File: config.mk
export PLATFORM = sky130hd
export DESIGN_NAME = neuron_train_ctrl
export DESIGN_NICKNAME = d
export VERILOG_FILES = /design/src/rtl/neuron_train_ctrl_pkg.sv /design/src/rtl/train_err_acc.sv /design/src/rtl/neuron_train_ctrl.sv
export SDC_FILE = /design/constraint.sdc
export NUM_CORES = 1
export LEC_CHECK = 0
export ABC_AREA = 0
export BUFFER_PORTS_ARGS = -buffer_cell sky130_fd_sc_hd__buf_2
export CORE_AREA = 10 10 236 238
export DETAILED_ROUTE_END_ITERATION = 6
export DIE_AREA = 0 0 246 248
export PLACE_DENSITY_LB_ADDON = 0.3
export SLEW_MARGIN = 30
export SYNTH_ARGS = -nofsm -noshare
export SYNTH_HDL_FRONTEND = slang
export SYNTH_SLANG_ARGS = --single-unit
export TNS_END_PERCENT = 30
File: constraint.sdc
create_clock -name clk -period 5.5 [get_ports clk]
set_input_delay 1.1 -clock clk [delete_from_list [all_inputs] [get_ports clk]]
set_output_delay 1.1 -clock clk [all_outputs]
set_load 0.1 [all_outputs]
File: src/rtl/neuron_train_ctrl_pkg.sv
// Shared types for the neuron training controller: fixed-point sample type,
// error width, controller states and the absolute-difference helper.
package neuron_train_ctrl_pkg;

  localparam int Z2O_W = 16;
  localparam int ERR_W = 24;

  typedef logic [Z2O_W-1:0]        zero2one_t;
  typedef logic signed [Z2O_W:0]   frac_t;
  typedef logic [Z2O_W:0]          abs_diff_t;

  typedef enum logic [2:0] {
    ST_IDLE      = 3'd0,
    ST_SEED      = 3'd1,
    ST_FETCH     = 3'd2,
    ST_SETTLE    = 3'd3,
    ST_LEARN     = 3'd4,
    ST_EPOCH_END = 3'd5,
    ST_DONE      = 3'd6
  } state_t;

  // One extra bit of headroom so the difference can never wrap.
  function automatic abs_diff_t abs_diff(input zero2one_t a, input zero2one_t b);
    abs_diff_t wa;
    abs_diff_t wb;
    wa = {1'b0, a};
    wb = {1'b0, b};
    if (wa >= wb) begin
      abs_diff = wa - wb;
    end else begin
      abs_diff = wb - wa;
    end
  endfunction

endpackage

File: src/rtl/train_err_acc.sv
// Saturating accumulator of |expected - observed| over one training epoch.
module train_err_acc
  import neuron_train_ctrl_pkg::*;
(
  input  logic             clk,
  input  logic             rst,
  input  logic             clr,
  input  logic             add_en,
  input  zero2one_t        expected,
  input  zero2one_t        observed,
  output logic [ERR_W-1:0] acc
);

  logic [ERR_W:0] sum_s;

  // Widened sum; the carry bit flags saturation.
  always_comb begin
    sum_s = {1'b0, acc} + {{(ERR_W-Z2O_W){1'b0}}, abs_diff(expected, observed)};
  end

  // Accumulator register: clear wins over add.
  always_ff @(posedge clk) begin
    if (rst) begin
      acc <= {ERR_W{1'b0}};
    end else if (clr) begin
      acc <= {ERR_W{1'b0}};
    end else if (add_en) begin
      acc <= sum_s[ERR_W] ? {ERR_W{1'b1}} : sum_s[ERR_W-1:0];
    end
  end

endmodule

File: src/rtl/neuron_train_ctrl.sv
// Sequences an external learning neuron: seeds weights, streams samples,
// accumulates per-epoch error and stops on convergence or epoch limit.
module neuron_train_ctrl
  import neuron_train_ctrl_pkg::*;
#(
  parameter int N             = 16,
  parameter int SEED_CYCLES   = 8,
  parameter int SETTLE_CYCLES = 2,
  parameter int MAX_EPOCHS    = 255
) (
  input  logic                 clk,
  input  logic                 rst,
  input  logic                 start,
  input  logic                 learn_en,
  input  logic [ERR_W-1:0]     err_threshold,
  input  logic                 smp_valid,
  output logic                 smp_ready,
  input  zero2one_t [N-1:0]    smp_in,
  input  zero2one_t            smp_expected,
  input  logic                 smp_last,
  output logic                 nrn_trigger,
  output logic                 nrn_valid,
  output logic                 nrn_learn,
  output zero2one_t [N-1:0]    nrn_in,
  output zero2one_t            nrn_expected_out,
  input  zero2one_t            nrn_out,
  output logic                 busy,
  output logic                 done,
  output logic                 converged,
  output logic [7:0]           epoch_count,
  output logic [ERR_W-1:0]     epoch_err
);

  localparam logic [15:0] SEED_LAST   = 16'(SEED_CYCLES - 1);
  localparam logic [15:0] SETTLE_LAST = 16'(SETTLE_CYCLES - 1);
  localparam logic [7:0]  MAX_EP      = 8'(MAX_EPOCHS);

  state_t           state_r;
  state_t           state_nxt_s;
  logic [15:0]      cnt_r;
  logic [15:0]      cnt_nxt_s;
  logic             last_r;
  logic             learn_phase_r;
  logic             latch_s;
  logic             acc_add_s;
  logic             acc_clr_s;
  logic             start_run_s;
  logic             epoch_end_s;
  logic             conv_hit_s;
  logic [7:0]       epoch_inc_s;
  logic [ERR_W-1:0] acc_s;

  train_err_acc u_err_acc (
    .clk      (clk),
    .rst      (rst),
    .clr      (acc_clr_s),
    .add_en   (acc_add_s),
    .expected (nrn_expected_out),
    .observed (nrn_out),
    .acc      (acc_s)
  );

  // Next-state and per-cycle control decode.
  always_comb begin
    state_nxt_s = state_r;
    cnt_nxt_s   = cnt_r;
    latch_s     = 1'b0;
    acc_add_s   = 1'b0;
    acc_clr_s   = 1'b0;
    start_run_s = 1'b0;
    epoch_end_s = 1'b0;
    conv_hit_s  = 1'b0;
    epoch_inc_s = epoch_count + 8'd1;
    case (state_r)
      ST_IDLE: begin
        if (start) begin
          state_nxt_s = ST_SEED;
          cnt_nxt_s   = 16'd0;
          start_run_s = 1'b1;
          acc_clr_s   = 1'b1;
        end else begin
          state_nxt_s = ST_IDLE;
        end
      end
      ST_SEED: begin
        if (cnt_r == SEED_LAST) begin
          state_nxt_s = ST_FETCH;
          cnt_nxt_s   = 16'd0;
        end else begin
          cnt_nxt_s = cnt_r + 16'd1;
        end
      end
      ST_FETCH: begin
        if (smp_valid) begin
          latch_s     = 1'b1;
          state_nxt_s = ST_SETTLE;
          cnt_nxt_s   = 16'd0;
        end else begin
          state_nxt_s = ST_FETCH;
        end
      end
      ST_SETTLE: begin
        if (cnt_r == SETTLE_LAST) begin
          acc_add_s   = 1'b1;
          state_nxt_s = ST_LEARN;
          cnt_nxt_s   = 16'd0;
        end else begin
          cnt_nxt_s = cnt_r + 16'd1;
        end
      end
      ST_LEARN: begin
        if (last_r) begin
          state_nxt_s = ST_EPOCH_END;
        end else begin
          state_nxt_s = ST_FETCH;
        end
      end
      ST_EPOCH_END: begin
        epoch_end_s = 1'b1;
        acc_clr_s   = 1'b1;
        if (acc_s <= err_threshold) begin
          conv_hit_s  = 1'b1;
          state_nxt_s = ST_DONE;
        end else if (epoch_inc_s == MAX_EP) begin
          state_nxt_s = ST_DONE;
        end else begin
          state_nxt_s = ST_FETCH;
        end
      end
      ST_DONE: begin
        if (!start) begin
          state_nxt_s = ST_IDLE;
        end else begin
          state_nxt_s = ST_DONE;
        end
      end
      default: begin
        state_nxt_s = ST_IDLE;
      end
    endcase
  end

  // State, sample hold and status registers; outputs follow the next state.
  always_ff @(posedge clk) begin
    if (rst) begin
      state_r          <= ST_IDLE;
      cnt_r            <= 16'd0;
      last_r           <= 1'b0;
      learn_phase_r    <= 1'b0;
      smp_ready        <= 1'b0;
      nrn_trigger      <= 1'b0;
      nrn_valid        <= 1'b0;
      nrn_in           <= '0;
      nrn_expected_out <= '0;
      busy             <= 1'b0;
      done             <= 1'b0;
      converged        <= 1'b0;
      epoch_count      <= 8'd0;
      epoch_err        <= {ERR_W{1'b0}};
    end else begin
      state_r       <= state_nxt_s;
      cnt_r         <= cnt_nxt_s;
      smp_ready     <= (state_nxt_s == ST_FETCH);
      nrn_trigger   <= (state_nxt_s == ST_SEED) || (state_nxt_s == ST_LEARN);
      nrn_valid     <= (state_nxt_s == ST_SETTLE) || (state_nxt_s == ST_LEARN);
      learn_phase_r <= (state_nxt_s == ST_LEARN);
      busy          <= (state_nxt_s != ST_IDLE) && (state_nxt_s != ST_DONE);
      done          <= (state_nxt_s == ST_DONE);
      if (latch_s) begin
        nrn_in           <= smp_in;
        nrn_expected_out <= smp_expected;
        last_r           <= smp_last;
      end
      if (start_run_s) begin
        epoch_count <= 8'd0;
        converged   <= 1'b0;
      end else if (epoch_end_s) begin
        epoch_count <= epoch_inc_s;
        epoch_err   <= acc_s;
        if (conv_hit_s) begin
          converged <= 1'b1;
        end
      end
    end
  end

  // learn_en is taken live during the LEARN cycle itself.
  assign nrn_learn = learn_phase_r & learn_en;

endmodule

# After elaboration in Yosys (flattened, before gate mapping)
# Cells that the tools add are included.
# op_classes
n_mux	26
n_reduce_logical	11
addsub	5
bitwise	2
order_cmp	2
eq_ne	17
# op_table
operator	n
two-way mux 16 bit	4
case mux 16 bit (4 select lines)	1
subtractor 16 x 16 -> 17 bit	2
adder 24 x 17 -> 25 bit	1
less-or-equal comparator 24 bit	1
two-way mux 24 bit	1
case mux 3 bit (7 select lines)	1
two-way mux 3 bit	6
two-way mux 17 bit	1
adder 16 x 1 -> 16 bit, second input constant	1
equality test 16 x 1 -> 1 bit, second input constant	1
equality test 16 x 3 -> 1 bit, second input constant	1
>= comparator 16 bit	1
equality test 3 bit, second input constant	5
equality test 3 x 2 -> 1 bit, second input constant	4
two-way mux 1 bit	11
adder 8 x 1 -> 8 bit, second input constant	1
equality test 8 bit, second input constant	1
equality test 3 x 1 -> 1 bit, second input constant	2
inequality test 2 bit, second input constant	2
AND reduction 2 bit	2
nonzero test 4 bit	1
OR reduction 2 bit	2
zero test 3 bit	1
8 further kinds	9
# word_totals
elab_cells	93
reg_bits	355
out_inout_bits	311
input_bits	318

# Depth between registers and ports, before layout
# depth
ltp_word	7
depth_mapped	22
mapped_depth_nobuf	21

# By module
# Synthesis repeated with hierarchy kept, for this count alone.
# unflattened
cells_unflattened	2046
area_unflattened_um2	16039.1
# by_module_without_submodules
module	cells_each	area_per_inst_um2	instances
neuron_train_ctrl	1591	12537.0	1
train_err_acc	455	3502.1	1

# Worst setup path before layout
# Ideal clock, no wire load.
# synth_path
kind	register to register
startpoint	reg nrn_expected_out[1]
endpoint	reg u_err_acc.acc[10]
required_ns	5.381
setup_time_ns	0.119
setup_slack_ns	0.274
path_stages_with_launch	21
t_arrival_ns	5.107
path_cell_list	dfxtp_1 inv_1 ha_1 a21o_1 a21o_1 a311o_1 a21bo_2 a21oi_4 buf_6 mux2i_1 xnor2_1 ha_1 nor2b_1 o31a_4 a221oi_4 o31a_4 o21bai_2 a21oi_2 o21ai_4 buf_6 o221a_1
# synth_via
elab_chain_len	4
# synth_lines
item	line	rtl
from (decl)	neuron_train_ctrl.sv:25	output zero2one_t nrn_expected_out,
from (signal assigned)	neuron_train_ctrl.sv:171	nrn_expected_out <= smp_expected;
subtractor 16 x 16 -> 17 bit, or another cell as far along	neuron_train_ctrl_pkg.sv:31	abs_diff = wb - wa;
two-way mux 17 bit (*)	neuron_train_ctrl_pkg.sv:28	if (wa >= wb) begin
adder 24 x 17 -> 25 bit (*)	train_err_acc.sv:18	sum_s = {1'b0, acc} + {{(ERR_W-Z2O_W){1'b0}}, abs_diff(expected, observed)};
two-way mux 24 bit (*)	train_err_acc.sv:28	acc <= sum_s[ERR_W] ? {ERR_W{1'b1}} : sum_s[ERR_W-1:0];
to (signal assigned)	train_err_acc.sv:24	acc <= {ERR_W{1'b0}};
to (signal assigned)	train_err_acc.sv:26	acc <= {ERR_W{1'b0}};
to (signal assigned)	train_err_acc.sv:28	
to (decl)	train_err_acc.sv:11	output logic [ERR_W-1:0] acc
# Every way passes the cells marked *; elsewhere a longest branch is shown, timed or not.
# A chain may end at the register's enable or synchronous reset.

# Worst setup path after layout
# layout_path
startpoint	in nrn_out[9]
endpoint	reg u_err_acc.acc[9]
# layout_via
elab_chain_len	4
# layout_lines
item	line	rtl
from (decl)	neuron_train_ctrl.sv:26	input zero2one_t nrn_out,
subtractor 16 x 16 -> 17 bit, or another cell as far along	neuron_train_ctrl_pkg.sv:31	
two-way mux 17 bit (*)	neuron_train_ctrl_pkg.sv:28	
adder 24 x 17 -> 25 bit (*)	train_err_acc.sv:18	
two-way mux 24 bit (*)	train_err_acc.sv:28	
# Marks and branches as above.

==> out/metrics.csv <==
metric,value,unit
status,finished clean,
GR Layer Usage met2,0.346,
Post-synth EDFFs,0,
DIE HEIGHT,248,µm
Clock Skews,0.0202,ns
count of clock tree sinks,355,
drt first pass iters,5,
core area,51000,µm²
Worst slew margin,0.268,
Final HPWL DP,47500,µm
startpoint types,input port,
largest net degree at the start of global routing,202,
"antenna viol nets, final",0,
met1 GRT Util,0.203,
PD cells,337,nW/µm²
vias,15856,
Period minus WS final,4.98,ns
CTS buffer count,42,
hold slack final,0.448,ns
RSZ-0062 raised after global routing,false,
final count of hold timing violations,0,
Reg-to-Reg End,u_err_acc.acc[9],
type of the worst setup path,input port to flip-flop,
Placement Rows,83,
final core occ,0.408,
vias in the first global route,15391,
total routed wirelength,61900,µm
first-pass GRT wire length,90600,µm
GRT Residual Overflow,0,
Layout Nets,2955,
Hold Crit Depth,2,
Resized Gates After CTS,0,
top_reg_cell synth,dfxtp_1,
clk root buf,clkbuf_16,
reg2reg path depth,19,
Initial Utilization,0.306,
layout cells sized above 1,0.289,
Setup Viol. Count Final,0,
Mapped Area,15600,µm²
post-synthesis sequential area ratio,0.455,
max-cap violation count,0,
CTS max path bufs,3,
antenna violations before repair,34,
R2R Setup Slk,0.63,ns
fraction of registers with async set/reset,0,
Die Area,61000,µm²
Post-CTS Repair Setup Buffers,0,
hold_buf cts,0,
Final Power,7.01,mW
port bufs,628,
"FF+latch count, synth",355,
Critical Path AT,5.45,ns
post-route insts no fill,3284,
max-slew violations,0,
layer with the highest usage,met2,
Avg Inst Size Synth,7.89,µm²
IO Count,629,
leakage,9.50,nW
grt met3 use,0.0606,
TritonCTS clock tree,yes,
RR Startpoint,nrn_expected_out[1],
measured slew at the worst slew-check pin,1.10,ns
Tcrit/Tclk final,0.906,
DRC errors left,0,
Hold Crit Endpoint,epoch_err[16],
Syn-to-layout area delta,33.4,%
Mapped Nets,2376,
clock slew at reported path FFs,0.05,ns
ranking of synthesized cells by area,"dfxtp_1 (46%), nand2_1 (15%), a21oi_1 (11%)",
die width,246,µm
hold path start,epoch_err[16],
Synth area leader,dfxtp_1,
Crit Path Max Fanout,17,
H-tree levels,2,
Critical Path End Type,flip-flop,
worst-skew pair later-pin latency,0.55,ns
Yosys warnings,0,
Detailed Route Iter0 Violations,978,
FMAX,201,MHz
Tightest Hold Check Type,flip-flop to flip-flop,
routability cong.,0.889,
overall routing resource usage,0.188,
Cells after Synth,1978,
Cell variety after synth,74,
placed cell count,3192,
Yosys top cell area share,0.455,
setup TNS,0,ns
WL/cell,18.8,µm
Worst VDD drop,0.301,mV
number of vias per cell,4.83,
Worst Path Required,5.97,ns
-- worst max path at each step --
| stage | from | end | depth (start not counted) | slack [ns] |
|---|---|---|---|---|
| global route | nrn_out[6] | u_err_acc.acc[19] | 19 | 0.20 |
| detailed placement | nrn_out[6] | u_err_acc.acc[3] | 20 | -0.01 |
| CTS | nrn_out[6] | u_err_acc.acc[9] | 20 | 0.58 |
| finish | nrn_out[9] | u_err_acc.acc[9] | 20 | 0.52 |
| floorplan | nrn_expected_out[1] | u_err_acc.acc[10] | 20 | 0.27 |
| global placement | nrn_out[6] | u_err_acc.acc[19] | 19 | 0.06 |
-- per-layer routing --
metal | vias to the layer above | part of all wire | wire length, µm
met3 | 119 | 0.083 | 5140
met1 | 7457 | 0.37 | 22800
met5 | - | 0.00084 | 52
li1 | 7743 | - | -
met2 | 529 | 0.52 | 32100
met4 | 8 | 0.029 | 1780
-- where the power goes --
part | switching (mW) | internal [mW]
Sequential | 0.0646 | 2.67
Clock | 1.11 | 1.65
Combinational | 1.17 | 0.351
-- critical path, cell delays in order --
cell,delay (ns)
buf_2,0.11
ha_1,0.36
and2_1,0.24
nand2_1,0.09
o21ai_1,0.06
a311o_1,0.35
a21bo_2,0.25
a21oi_4,0.18
buf_4,0.17
mux2i_1,0.21
xnor2_1,0.09
ha_1,0.35
nor2b_1,0.24
o31a_4,0.19
a221oi_4,0.07
o31a_4,0.39
o21bai_2,0.17
a21oi_2,0.10
o21ai_4,0.43
o221a_1,0.29
-- kinds of logic after synthesis --
family	Yosys count	synth area share
adder cells (fa/ha/maj)	80	0.0656
multiplexers	15	0.00986
XOR/XNOR	46	0.0258
AO/OA/AOI/OAI	485	0.184
AND/OR/NAND/NOR	804	0.211
buffers and inverters	193	0.0482
flip-flops	355	0.455
-- placed cells by master, fill, tap and decap left out, types with 6 or more instances in the layout --
| master | Yosys | routed |
|---|---|---|
| a21o_1 | 28 | 28 |
| clkbuf_16 | 0 | 43 |
| nor4_1 | 6 | 6 |
| ha_1 | 77 | 77 |
| diode_2 | 0 | 17 |
| a21oi_1 | 358 | 358 |
| nor2_1 | 56 | 56 |
| nor2b_1 | 14 | 14 |
| nor3_1 | 10 | 10 |
| clkbuf_1 | 108 | 11 |
| o221a_2 | 7 | 7 |
| and2_1 | 6 | 6 |
| clkinv_2 | 0 | 7 |
| buf_4 | 1 | 20 |
| buf_2 | 7 | 627 |
| nand2_1 | 638 | 637 |
| o21ai_0 | 16 | 16 |
| o221a_1 | 10 | 10 |
| dfxtp_1 | 355 | 355 |
| nand4_1 | 14 | 14 |
| mux2i_1 | 12 | 12 |
| inv_1 | 75 | 75 |
| and3_1 | 14 | 13 |
| a211oi_1 | 6 | 6 |
| a31oi_1 | 6 | 6 |
| xnor2_1 | 22 | 22 |
| xor2_1 | 24 | 24 |
| nand3_1 | 20 | 19 |
-- cell usage after synthesis, drive strengths merged (6+ instances only) --
library cell	instances
a211oi	7
a21o	28
a21oi	360
a31oi	6
and2	6
and3	14
buf	10
clkbuf	108
dfxtp	355
ha	77
inv	75
mux2i	12
nand2	638
nand3	21
nand4	15
nor2	57
nor2b	14
nor3	11
nor4	6
o21ai	23
o221a	17
xnor2	22
xor2	24
-- stage by stage --
step / area, µm² / setup WS, ns
5_1_grt: 20800 / 0.203
2_1_floorplan: 15600 / 0.274
4_1_cts: 20700 / 0.582
6_report: 20800 / 0.517
3_3_place_gp: 19400 / 0.0638
3_5_place_dp: 19400 / -0.0124
-- flip-flops by register name, summed over array words and instances (netlist names) --
name              cells
busy                  1
cnt_r                16
converged             1
done                  1
epoch_count           8
epoch_err            24
last_r                1
learn_phase_r         1
nrn_expected_out     16
nrn_in              256
nrn_trigger           1
nrn_valid             1
smp_ready             1
state_r               3
u_err_acc.acc        24
-- layout make-up --
type,instances,area [µm²]
Multi-Input combinational cell,1430,7770
Antenna cell,17,42.5
Timing Repair Buffer,653,3410
Sequential cell,355,7110
Fill cell,5303,30200
Clock buffer,59,1190
Clock inverter,15,168
Tap cell,680,851
Inverter,75,282
Note: power is estimated with default switching activity, not from simulation.
